## src/rtl/training_symbol_injector_mc_pkg.sv

```systemverilog
// tsi_pkg: shared mode/state types and sideband flag position for the training symbol injector
package tsi_pkg;
  typedef enum logic [1:0] {
    TSI_BYPASS = 2'b00,
    TSI_INJECT = 2'b01,
    TSI_ONCE   = 2'b10,
    TSI_RSVD   = 2'b11
  } tsiMode_t;
  typedef enum logic [1:0] {
    ST_IDLE,
    ST_PREAMBLE,
    ST_PAYLOAD
  } tsiState_t;
  localparam int TS_FLAG_BIT = 0;
endpackage

```

## src/rtl/training_symbol_injector_mc_skid.sv

```systemverilog
// axis_skid_buf: 2-entry registered AXI-Stream stage, full throughput, stable under backpressure
module axis_skid_buf #(
  parameter int W = 8
) (
  input  logic         ACLK,
  input  logic         ARESETN,
  input  logic [W-1:0] sData,
  input  logic         sValid,
  output logic         sReady,
  output logic [W-1:0] mData,
  output logic         mValid,
  input  logic         mReady
);
  logic         skValid;
  logic [W-1:0] skData;
  assign sReady = !skValid;
  // Output slot refills from the skid slot first; skid only catches a beat while the output is stalled
  always_ff @(posedge ACLK or negedge ARESETN) begin
    if (!ARESETN) begin
      mValid  <= 1'b0;
      mData   <= '0;
      skValid <= 1'b0;
      skData  <= '0;
    end else if (!mValid || mReady) begin
      mValid  <= skValid || sValid;
      mData   <= skValid ? skData : sData;
      skValid <= 1'b0;
    end else if (sValid && !skValid) begin
      skValid <= 1'b1;
      skData  <= sData;
    end
  end
endmodule

```

## src/rtl/training_symbol_injector_mc.sv

```systemverilog
// training_symbol_injector_mc: prepends a RAM-held training sequence to AXI-Stream frames
module training_symbol_injector_mc
  import tsi_pkg::*;
#(
  parameter int DATA_W   = 32,
  parameter int USER_W   = 8,
  parameter int TS_DEPTH = 64,
  parameter int REP_W    = 4,
  localparam int AW      = $clog2(TS_DEPTH)
) (
  input  logic              ACLK,
  input  logic              ARESETN,
  input  logic [1:0]        cfg_mode,
  input  logic [AW:0]       cfg_ts_len,
  input  logic [REP_W-1:0]  cfg_ts_reps,
  input  logic              ts_wr_en,
  input  logic [AW-1:0]     ts_wr_addr,
  input  logic [DATA_W-1:0] ts_wr_data,
  input  logic [DATA_W-1:0] s_axis_tdata,
  input  logic [USER_W-1:0] s_axis_tuser,
  input  logic              s_axis_tlast,
  input  logic              s_axis_tvalid,
  output logic              s_axis_tready,
  output logic [DATA_W-1:0] m_axis_tdata,
  output logic [USER_W-1:0] m_axis_tuser,
  output logic              m_axis_tlast,
  output logic              m_axis_tvalid,
  input  logic              m_axis_tready,
  output logic              busy,
  output logic [15:0]       frame_cnt,
  output logic              cfg_err
);
  localparam int SW = DATA_W + USER_W + 1;
  localparam logic [AW:0] DEPTH_L = (AW+1)'(TS_DEPTH);
  localparam logic [USER_W-1:0] TS_USER = USER_W'(1) << TS_FLAG_BIT;
  logic [DATA_W-1:0] tsRam [TS_DEPTH];
  tsiState_t         state, stateNext;
  tsiMode_t          cfgMode;
  logic [AW-1:0]     rdAddr, lenM1;
  logic [REP_W-1:0]  rdRep, repsM1;
  logic [AW:0]       lenClamp;
  logic [DATA_W-1:0] ramQ;
  logic [1:0]        prevMode;
  logic              modeOnce, onceDone, issDone, tsValid, tsLast;
  logic              injMode, lenZero, lenOver, cfgIllegal, injDue;
  logic              start, push, issue, beatIn, atEnd, lastWord;
  logic              skInValid, skInReady;
  logic [SW-1:0]     skInData, skOutData;
  assign cfgMode    = tsiMode_t'(cfg_mode);
  assign injMode    = cfgMode == TSI_INJECT || cfgMode == TSI_ONCE;
  assign lenZero    = cfg_ts_len == '0;
  assign lenOver    = cfg_ts_len > DEPTH_L;
  assign lenClamp   = lenOver ? DEPTH_L : cfg_ts_len;
  assign cfgIllegal = cfgMode == TSI_RSVD || (injMode && (lenZero || lenOver));
  assign injDue     = !lenZero && (cfgMode == TSI_INJECT || (cfgMode == TSI_ONCE && !onceDone));
  assign start      = state == ST_IDLE && s_axis_tvalid;
  assign push       = state == ST_PREAMBLE && tsValid && skInReady;
  assign issue      = state == ST_PREAMBLE && !issDone && (!tsValid || skInReady);
  assign beatIn     = state == ST_PAYLOAD && s_axis_tvalid && skInReady;
  assign atEnd      = rdAddr == lenM1;
  assign lastWord   = atEnd && rdRep == repsM1;
  assign busy          = state != ST_IDLE;
  assign s_axis_tready = state == ST_PAYLOAD && skInReady;
  assign skInValid     = (state == ST_PREAMBLE) ? tsValid : (state == ST_PAYLOAD && s_axis_tvalid);
  assign skInData      = (state == ST_PREAMBLE) ? {TS_USER, 1'b0, ramQ}
                                                : {s_axis_tuser & ~TS_USER, s_axis_tlast, s_axis_tdata};
  assign {m_axis_tuser, m_axis_tlast, m_axis_tdata} = skOutData;
  // Frame sequencing state register
  always_ff @(posedge ACLK or negedge ARESETN) begin
    if (!ARESETN) state <= ST_IDLE;
    else          state <= stateNext;
  end
  // Next state: decide injection at frame start, leave preamble on last TS push, end on payload tlast
  always_comb begin
    stateNext = state;
    stateNext = start                    ? (injDue ? ST_PREAMBLE : ST_PAYLOAD) :
                (push && tsLast)         ? ST_PAYLOAD :
                (beatIn && s_axis_tlast) ? ST_IDLE : state;
  end
  // TS RAM: read-first, so a same-address write lands for the following read only
  always_ff @(posedge ACLK) begin
    if (ts_wr_en) tsRam[ts_wr_addr] <= ts_wr_data;
    if (issue)    ramQ <= tsRam[rdAddr];
  end
  // Config shadows, TS address/rep walk, one-shot tracking, frame counter and error pulse
  always_ff @(posedge ACLK or negedge ARESETN) begin
    if (!ARESETN) begin
      prevMode  <= '0;
      cfg_err   <= 1'b0;
      lenM1     <= '0;
      repsM1    <= '0;
      modeOnce  <= 1'b0;
      rdAddr    <= '0;
      rdRep     <= '0;
      issDone   <= 1'b0;
      tsValid   <= 1'b0;
      tsLast    <= 1'b0;
      onceDone  <= 1'b0;
      frame_cnt <= '0;
    end else begin
      prevMode <= cfg_mode;
      cfg_err  <= start && cfgIllegal;
      if (start) begin
        lenM1    <= AW'(lenClamp - 1'b1);
        repsM1   <= cfg_ts_reps - REP_W'(cfg_ts_reps != '0);
        modeOnce <= cfgMode == TSI_ONCE;
      end
      if (state == ST_IDLE) begin
        rdAddr  <= '0;
        rdRep   <= '0;
        issDone <= 1'b0;
      end else if (issue) begin
        rdAddr  <= atEnd ? '0 : rdAddr + 1'b1;
        rdRep   <= atEnd ? rdRep + 1'b1 : rdRep;
        issDone <= lastWord;
      end
      if (issue) begin
        tsValid <= 1'b1;
        tsLast  <= lastWord;
      end else if (push) begin
        tsValid <= 1'b0;
      end
      if (cfg_mode != prevMode)          onceDone <= 1'b0;
      else if (push && tsLast && modeOnce) onceDone <= 1'b1;
      if (beatIn && s_axis_tlast) frame_cnt <= frame_cnt + 1'b1;
    end
  end
  axis_skid_buf #(.W(SW)) outStage (
    .ACLK    (ACLK),
    .ARESETN (ARESETN),
    .sData   (skInData),
    .sValid  (skInValid),
    .sReady  (skInReady),
    .mData   (skOutData),
    .mValid  (m_axis_tvalid),
    .mReady  (m_axis_tready)
  );
endmodule
```

## config.mk

```make
export PLATFORM = sky130hd
export DESIGN_NAME = training_symbol_injector_mc
export DESIGN_NICKNAME = d
export VERILOG_FILES = /design/src/rtl/training_symbol_injector_mc_pkg.sv /design/src/rtl/training_symbol_injector_mc_skid.sv /design/src/rtl/training_symbol_injector_mc.sv
export SDC_FILE = /design/constraint.sdc
export NUM_CORES = 2
export LEC_CHECK = 0
export BUFFER_PORTS_ARGS = -buffer_cell sky130_fd_sc_hd__clkbuf_2
export CORE_MARGIN = 8
export CORE_UTILIZATION = 45
export CTS_CLUSTER_SIZE = 12
export DETAILED_ROUTE_END_ITERATION = 8
export PLACE_DENSITY = 0.58
export REMOVE_ABC_BUFFERS = 1
export SLEW_MARGIN = 20
export SYNTH_ARGS = -nofsm -noshare
export SYNTH_HDL_FRONTEND = slang
export SYNTH_SLANG_ARGS = --single-unit
```

## constraint.sdc

```tcl
create_clock -name ACLK -period 7.1 [get_ports ACLK]
set_input_delay 0.355 -clock ACLK [delete_from_list [all_inputs] [get_ports ACLK]]
set_output_delay 0.355 -clock ACLK [all_outputs]
set_load 0.05 [all_outputs]
```

### After elaboration in Yosys (flattened, before gate mapping)

Memory sizes are Yosys's and may differ from the RTL's. A register that Yosys moved wholly into a read port is not among the register bits.
Index checks and enable logic that the tools add are counted.

| storage, ports and cells | value |
|---|---|
| flip-flop bits (word level) | 130 |
| memory bits (writable) | 2048 |
| output and inout port bits | 61 |
| word-level logic and storage cells | 99 |
| memories kept | 1 |

Memory list:

| name | depth | bits a word | rd ports | clocked after memory_dff | write ports | line | source |
|---|---|---|---|---|---|---|---|
| tsRam | 64 | 32 | 1 | 1 | 1 | training_symbol_injector_mc.sv:36 | `logic [DATA_W-1:0] tsRam [TS_DEPTH];` |

| operators by class | value |
|---|---|
| add/sub/neg operators | 5 |
| magnitude comparators | 1 |
| eq/ne operators | 8 |
| multiplexer cells | 24 |
| bitwise operators | 1 |
| reduce and logical (&&, ||, !) cells | 42 |

Operator list:

| operator | count |
|---|---|
| $mux 41 | 2 |
| $mux 6 | 4 |
| $logic_and 1x1->1 | 17 |
| $add 16x1->16 const B | 1 |
| $mux 4 | 3 |
| $reduce_bool 2->1 | 6 |
| $mux 1 | 11 |
| $mux 2 | 4 |
| $gt 7x7->1 const B | 1 |
| $logic_not 7->1 | 1 |
| $logic_or 1x1->1 | 7 |
| $add 6x1->6 const B | 1 |
| $eq 2x2->1 const B | 3 |
| $eq 6x6->1 | 1 |
| $logic_not 1->1 | 6 |
| $sub 6x1->6 const B | 1 |
| $add 4x1->4 const B | 1 |
| $eq 2x1->1 const B | 2 |
| $eq 4x4->1 | 1 |
| $reduce_and 2->1 | 2 |
| $reduce_bool 4->1 | 1 |
| $sub 4x1->4 | 1 |
| $reduce_bool 3->1 | 1 |
| $logic_not 2->1 | 1 |
| other kinds (2) | 2 |

### Logic depth before layout (Yosys ltp)

| logic depth | value |
|---|---|
| depth in word-level cells | 7 |
| mapped depth | 11 |
| mapped depth without buffers | 6 |

### Cells and area by module

A second synthesis with hierarchy kept.

| unflattened totals | value |
|---|---|
| cells, all modules | 3947 |
| area, all modules | 85962.4 um^2 |

By module, submodules not included:

| module | instances | cells an instance | area each (um^2) | seq. area each (um^2) |
|---|---|---|---|---|
| training_symbol_injector_mc | 1 | 3719 | 82131.3 | 63611.0 |
| axis_skid_buf | 1 | 228 | 3831.2 | 2102.0 |

### Worst setup path after synthesis

OpenSTA, ideal clock, no wires.

| timing path | value |
|---|---|
| path kind | flip-flop to flip-flop |
| from | register state[1] |
| to | register rdRep[3] |
| data arrival time | 4.351 ns |
| required time | 7.022 ns |
| setup slack | 2.672 ns |
| stages on the path, launching flop included | 7 |
| path buffers | 1 |
| cells stage by stage | dfrtp_1 nand2b_1 clkbuf_1 a211oi_1 nor2_1 or4_1 a21oi_1 |

| between the ends | value |
|---|---|
| longest elaborated chain between the ends | 5 |
| elaborated cells on any way between the ends | 8 |

RTL lines:

| element | line | source |
|---|---|---|
| start, declared | training_symbol_injector_mc.sv:37 | `tsiState_t state, stateNext;` |
| start signal, assigned | training_symbol_injector_mc.sv:71 | `else state <= stateNext;` |
| $eq 2x1->1 | training_symbol_injector_mc.sv:58 | `assign issue = state == ST_PREAMBLE && !issDone && (!tsValid \|\| skInReady);` |
| $logic_and 1x1->1 (2 in a row) | training_symbol_injector_mc.sv:58 |  |
| net issue | training_symbol_injector_mc.sv:46 | `logic start, push, issue, beatIn, atEnd, lastWord;` |
| $reduce_bool 2->1 (no source line) | - |  |
| $reduce_and 2->1 (no source line) | - |  |
| end signal, assigned | training_symbol_injector_mc.sv:114 | `rdRep <= atEnd ? rdRep + 1'b1 : rdRep;` |
| end, declared | training_symbol_injector_mc.sv:40 | `logic [REP_W-1:0] rdRep, repsM1;` |

The timed path passes the listed nets, and every way through them passes these cells.
A chain may end at the register's enable or synchronous reset.

==> results_dict.tcl <==
set metrics [dict create \
    setup_viols_final 0 \
    worstPathMaxFanout 28 \
    cap_violations 0 \
    drt_pre_antenna_iters 5 \
    finalNetCount 4544 \
    synthSimpleGateAreaFrac 0.0248 \
    final_common_cell "sky130_fd_sc_hd__edfxtp_1" \
    end_kind "flip-flop" \
    dpl.cell_count 6661 \
    crit-reg2reg-capture "ramQ[0]$_DFFE_PP_" \
    fmaxAchievable_mhz 243 \
    worst_pin_slew_ps 1220 \
    min_from "cfg_ts_len[3]" \
    ys_types 64 \
    yosysWarnings 0 \
    ios 158 \
    routed_wirelength_mm 231 \
    post-synth-top-area-cell "sky130_fd_sc_hd__edfxtp_1" \
    multiplexer_share_of_the_synthesized_area 0.162 \
    synthesis.instances 4059 \
    synth.top_cell.area_share 0.730 \
    total_area_of_sequential_cells_um2 65700 \
    adder_cell_fraction_of_synth_area 0.00132 \
    share_of_cells_above_drive_strength_1 0.271 \
    powerDensity_nw_per_um2 363 \
    initial_utilization 0.452 \
    cts_setup_buffers 0 \
    first_global_vias 43100 \
    ff2ff_path_depth 6 \
    grtUsageTotal 0.223 \
    number_of_clock_sinks 2210 \
    static-leakage-power_nw 31.3 \
    clk_path_buf_depth 3 \
    dieWidth_um 452 \
    grt_max_degree 113 \
    die_height_um 452 \
    post_drt_via_cell_ratio 5.98 \
    synth-compound-area-share 0.0256 \
    drc 0 \
    grt_antenna_before_repair 19 \
    clock_slew_at_reported_path_ffs_ps 60 \
    finClkSkew_ps 35.4 \
    core.rowCount 160 \
    whs_path_depth 5 \
    floorplan.core_area_um2 190000 \
    clk_root_buffer_cell "sky130_fd_sc_hd__clkbuf_16" \
    timing.final.hold_violations 0 \
    post-dp-hpwl_mm 122 \
    synth_area_um2 85600 \
    final_cells 7124 \
    post-route-worst-setup-slack_ps 2990 \
    finalWeightedCongestion 0.781 \
    fill_cells 14900 \
    portBuffers 156 \
    worstHoldPathType "input pin to flip-flop" \
    die_area_um2 204000 \
    final.min_clock_period_ps 4110 \
    r2r_setup_slack_ps 2990 \
    ys_async_sr_fraction 0.0588 \
    routed_wire_length_per_instance_um 32.4 \
    outcome "finished, final reports clean" \
    initialDrtViolationCount 5327 \
    post-route-period-util 0.579 \
    synth-edff-count 2080 \
    routed-via-count 42600 \
    synth_xor_xnor_area_share 0.00348 \
    synthesis.area_per_instance_um2 21.1 \
    r2r-start "rdAddr[3]$_DFFE_PN0P_" \
    critPathKind "flip-flop to flip-flop" \
    synth.yosys.seq_area_share 0.768 \
    combinational_family_with_the_most_area_after_synthesis "multiplexers" \
    max-vdd-ir-drop_uv 254 \
    synth_seq_cells 2210 \
    finalSetupTns_ps 0 \
    slew_viol_final 0 \
    ys.flop_type "sky130_fd_sc_hd__edfxtp_1" \
    unrepaired_setup_endpoints_after_global_routing "no" \
    area_used_by_multi_input_combinational_logic_um2 19200 \
    layout.cells.most_common_list "2080 x sky130_fd_sc_hd__edfxtp_1, 507 x sky130_fd_sc_hd__mux4_2, 224 x sky130_fd_sc_hd__clkbuf_16" \
    whs_endpoint "cfg_err$_DFF_PN0_" \
    grt_overflow 0 \
    timing.slew.headroom 0.174 \
    cp.required_ps 7650 \
    global_route_wire_length_before_repair_mm 326 \
    minimum_setup_slack_after_placement_ps 3000 \
    cts_tree "yes" \
    crit_arrival_ps 4660 \
    yosys-top-cells-area "sky130_fd_sc_hd__edfxtp_1 73%, sky130_fd_sc_hd__mux4_2 13%, sky130_fd_sc_hd__dfrtp_1 3.8%" \
    setup.worst_path.start_class "flip-flop" \
    route.antenna.remaining_nets 0 \
    cts_inserted_buffers 224 \
    htree_num_levels 4 \
    area_growth_pct 14.1 \
    clk-insertion-delay-late_ps 860 \
]
==> critical path: stages, from the launching register on <==
cell	delay, ps
sky130_fd_sc_hd__dfrtp_4	750
sky130_fd_sc_hd__nor2b_2	270
sky130_fd_sc_hd__buf_4	360
sky130_fd_sc_hd__nand2_1	890
sky130_fd_sc_hd__o22ai_1	230
sky130_fd_sc_hd__o41ai_2	1070
sky130_fd_sc_hd__o32ai_1	190
==> registers in the layout, summed over array words and instances, names as in the netlist, 2 cells and up <==
register and count:
prevMode 2, repsM1 4, rdRep 4, state 2
outStage.skData 41, lenM1 6, tsRam 2048, ramQ 32
rdAddr 6, frame_cnt 16, outStage.mData 41
==> repair_timing <==
action                    CTS  global route
gates resized for setup     0             0
hold buffers               60             0
hold endpoints to repair  175             0
==> power breakdown <==
group / total, W / switching [W] / leakage [nW] / internal (W)
Combinational: 0.00906 / 0.00526 / 7.67 / 0.00380
Sequential: 0.0153 / 0.000479 / 20.3 / 0.0148
Clock: 0.0110 / 0.00488 / 3.28 / 0.00616
Total: 0.0354 / 0.0106 / 31.3 / 0.0248
==> final cells by class <==
cell class | count | share of cell area
sequential | 2210 | 0.673
multi-input combinational | 1605 | 0.196
clock buffer | 313 | 0.0616
tap | 2511 | 0.0322
timing repair buffer | 378 | 0.0280
clock inverter | 78 | 0.00813
inverter | 19 | 0.000807
antenna | 10 | 0.000256
==> kinds of logic (layout without fill, tap and decap cells) <==
group	Yosys count	count (layout)
AOI/OAI and AO/OA	320	320
xor gates and xnor gates	34	34
adders and majority gates	9	9
buffers and inverters	244	788
DFF	2210	2210
muxes	747	747
other	0	10
and+or+nand+nor	495	495
==> Yosys cell counts (5+ instances only) <==
library cell and n:
sky130_fd_sc_hd__o31ai_1 12, sky130_fd_sc_hd__ha_1 9, sky130_fd_sc_hd__nand2_1 211, sky130_fd_sc_hd__nor3_1 8
sky130_fd_sc_hd__a221oi_1 20, sky130_fd_sc_hd__buf_2 69, sky130_fd_sc_hd__nand2b_1 12, sky130_fd_sc_hd__nand3_1 25
sky130_fd_sc_hd__o221ai_1 15, sky130_fd_sc_hd__xnor2_1 18, sky130_fd_sc_hd__edfxtp_1 2080, sky130_fd_sc_hd__o211ai_1 19
sky130_fd_sc_hd__dfrtp_1 130, sky130_fd_sc_hd__o32ai_1 11, sky130_fd_sc_hd__o21ai_0 37, sky130_fd_sc_hd__mux2_2 62
sky130_fd_sc_hd__a21oi_1 81, sky130_fd_sc_hd__clkbuf_1 97, sky130_fd_sc_hd__buf_6 19, sky130_fd_sc_hd__nor2_1 178
sky130_fd_sc_hd__xor2_1 16, sky130_fd_sc_hd__nand4_1 7, sky130_fd_sc_hd__nand3b_1 7, sky130_fd_sc_hd__nor2b_1 14
sky130_fd_sc_hd__buf_4 23, sky130_fd_sc_hd__a211oi_1 14, sky130_fd_sc_hd__o22ai_1 38, sky130_fd_sc_hd__mux2i_1 178
sky130_fd_sc_hd__a2111oi_0 13, sky130_fd_sc_hd__or3_1 5, sky130_fd_sc_hd__mux4_2 507, sky130_fd_sc_hd__o41ai_1 8
sky130_fd_sc_hd__inv_1 18, sky130_fd_sc_hd__a211o_1 7, sky130_fd_sc_hd__a22oi_1 12, sky130_fd_sc_hd__a22o_1 6
sky130_fd_sc_hd__and2_1 9, sky130_fd_sc_hd__buf_1 13
==> how the worst max path moves through the flow <==
stage                         end  slack [ps]  cells past startpoint                  start
3_3_place_gp   ramQ[31]$_DFFE_PP_        3020                      5  rdAddr[0]$_DFFE_PN0P_
2_1_floorplan  ramQ[13]$_DFFE_PP_      -15780                      4  rdAddr[0]$_DFFE_PN0P_
4_1_cts         ramQ[4]$_DFFE_PP_        3010                      7  rdAddr[0]$_DFFE_PN0P_
5_1_grt         ramQ[4]$_DFFE_PP_        2900                      7  rdAddr[0]$_DFFE_PN0P_
6_report        ramQ[0]$_DFFE_PP_        2990                      6  rdAddr[3]$_DFFE_PN0P_
3_5_place_dp    ramQ[4]$_DFFE_PP_        3000                      7  rdAddr[0]$_DFFE_PN0P_
==> layer usage <==
metal | track usage | share of wire | wire length, um | vias up
met5 | 0 | 0 | 0 | -
met4 | 0.0666 | 0.028 | 6400 | 0
met3 | 0.0399 | 0.072 | 16600 | 300
met2 | 0.359 | 0.48 | 110000 | 1757
met1 | 0.315 | 0.42 | 97200 | 23000
li1 | - | - | - | 17600
==> metrics by stage <==
stage	cell area (um^2)	hold WS, ps	total power, W	util
CTS	97700	22.1	0.0357	0.515
global route	97700	109	0.0367	0.515
detailed placement	90300	430	0.0247	0.476
global placement	90200	431	0.0246	0.476
floorplan	84400	59.4	0.0221	-
finish	97700	87.8	0.0354	0.515
No activity file was read; power rests on OpenSTA's default activity.
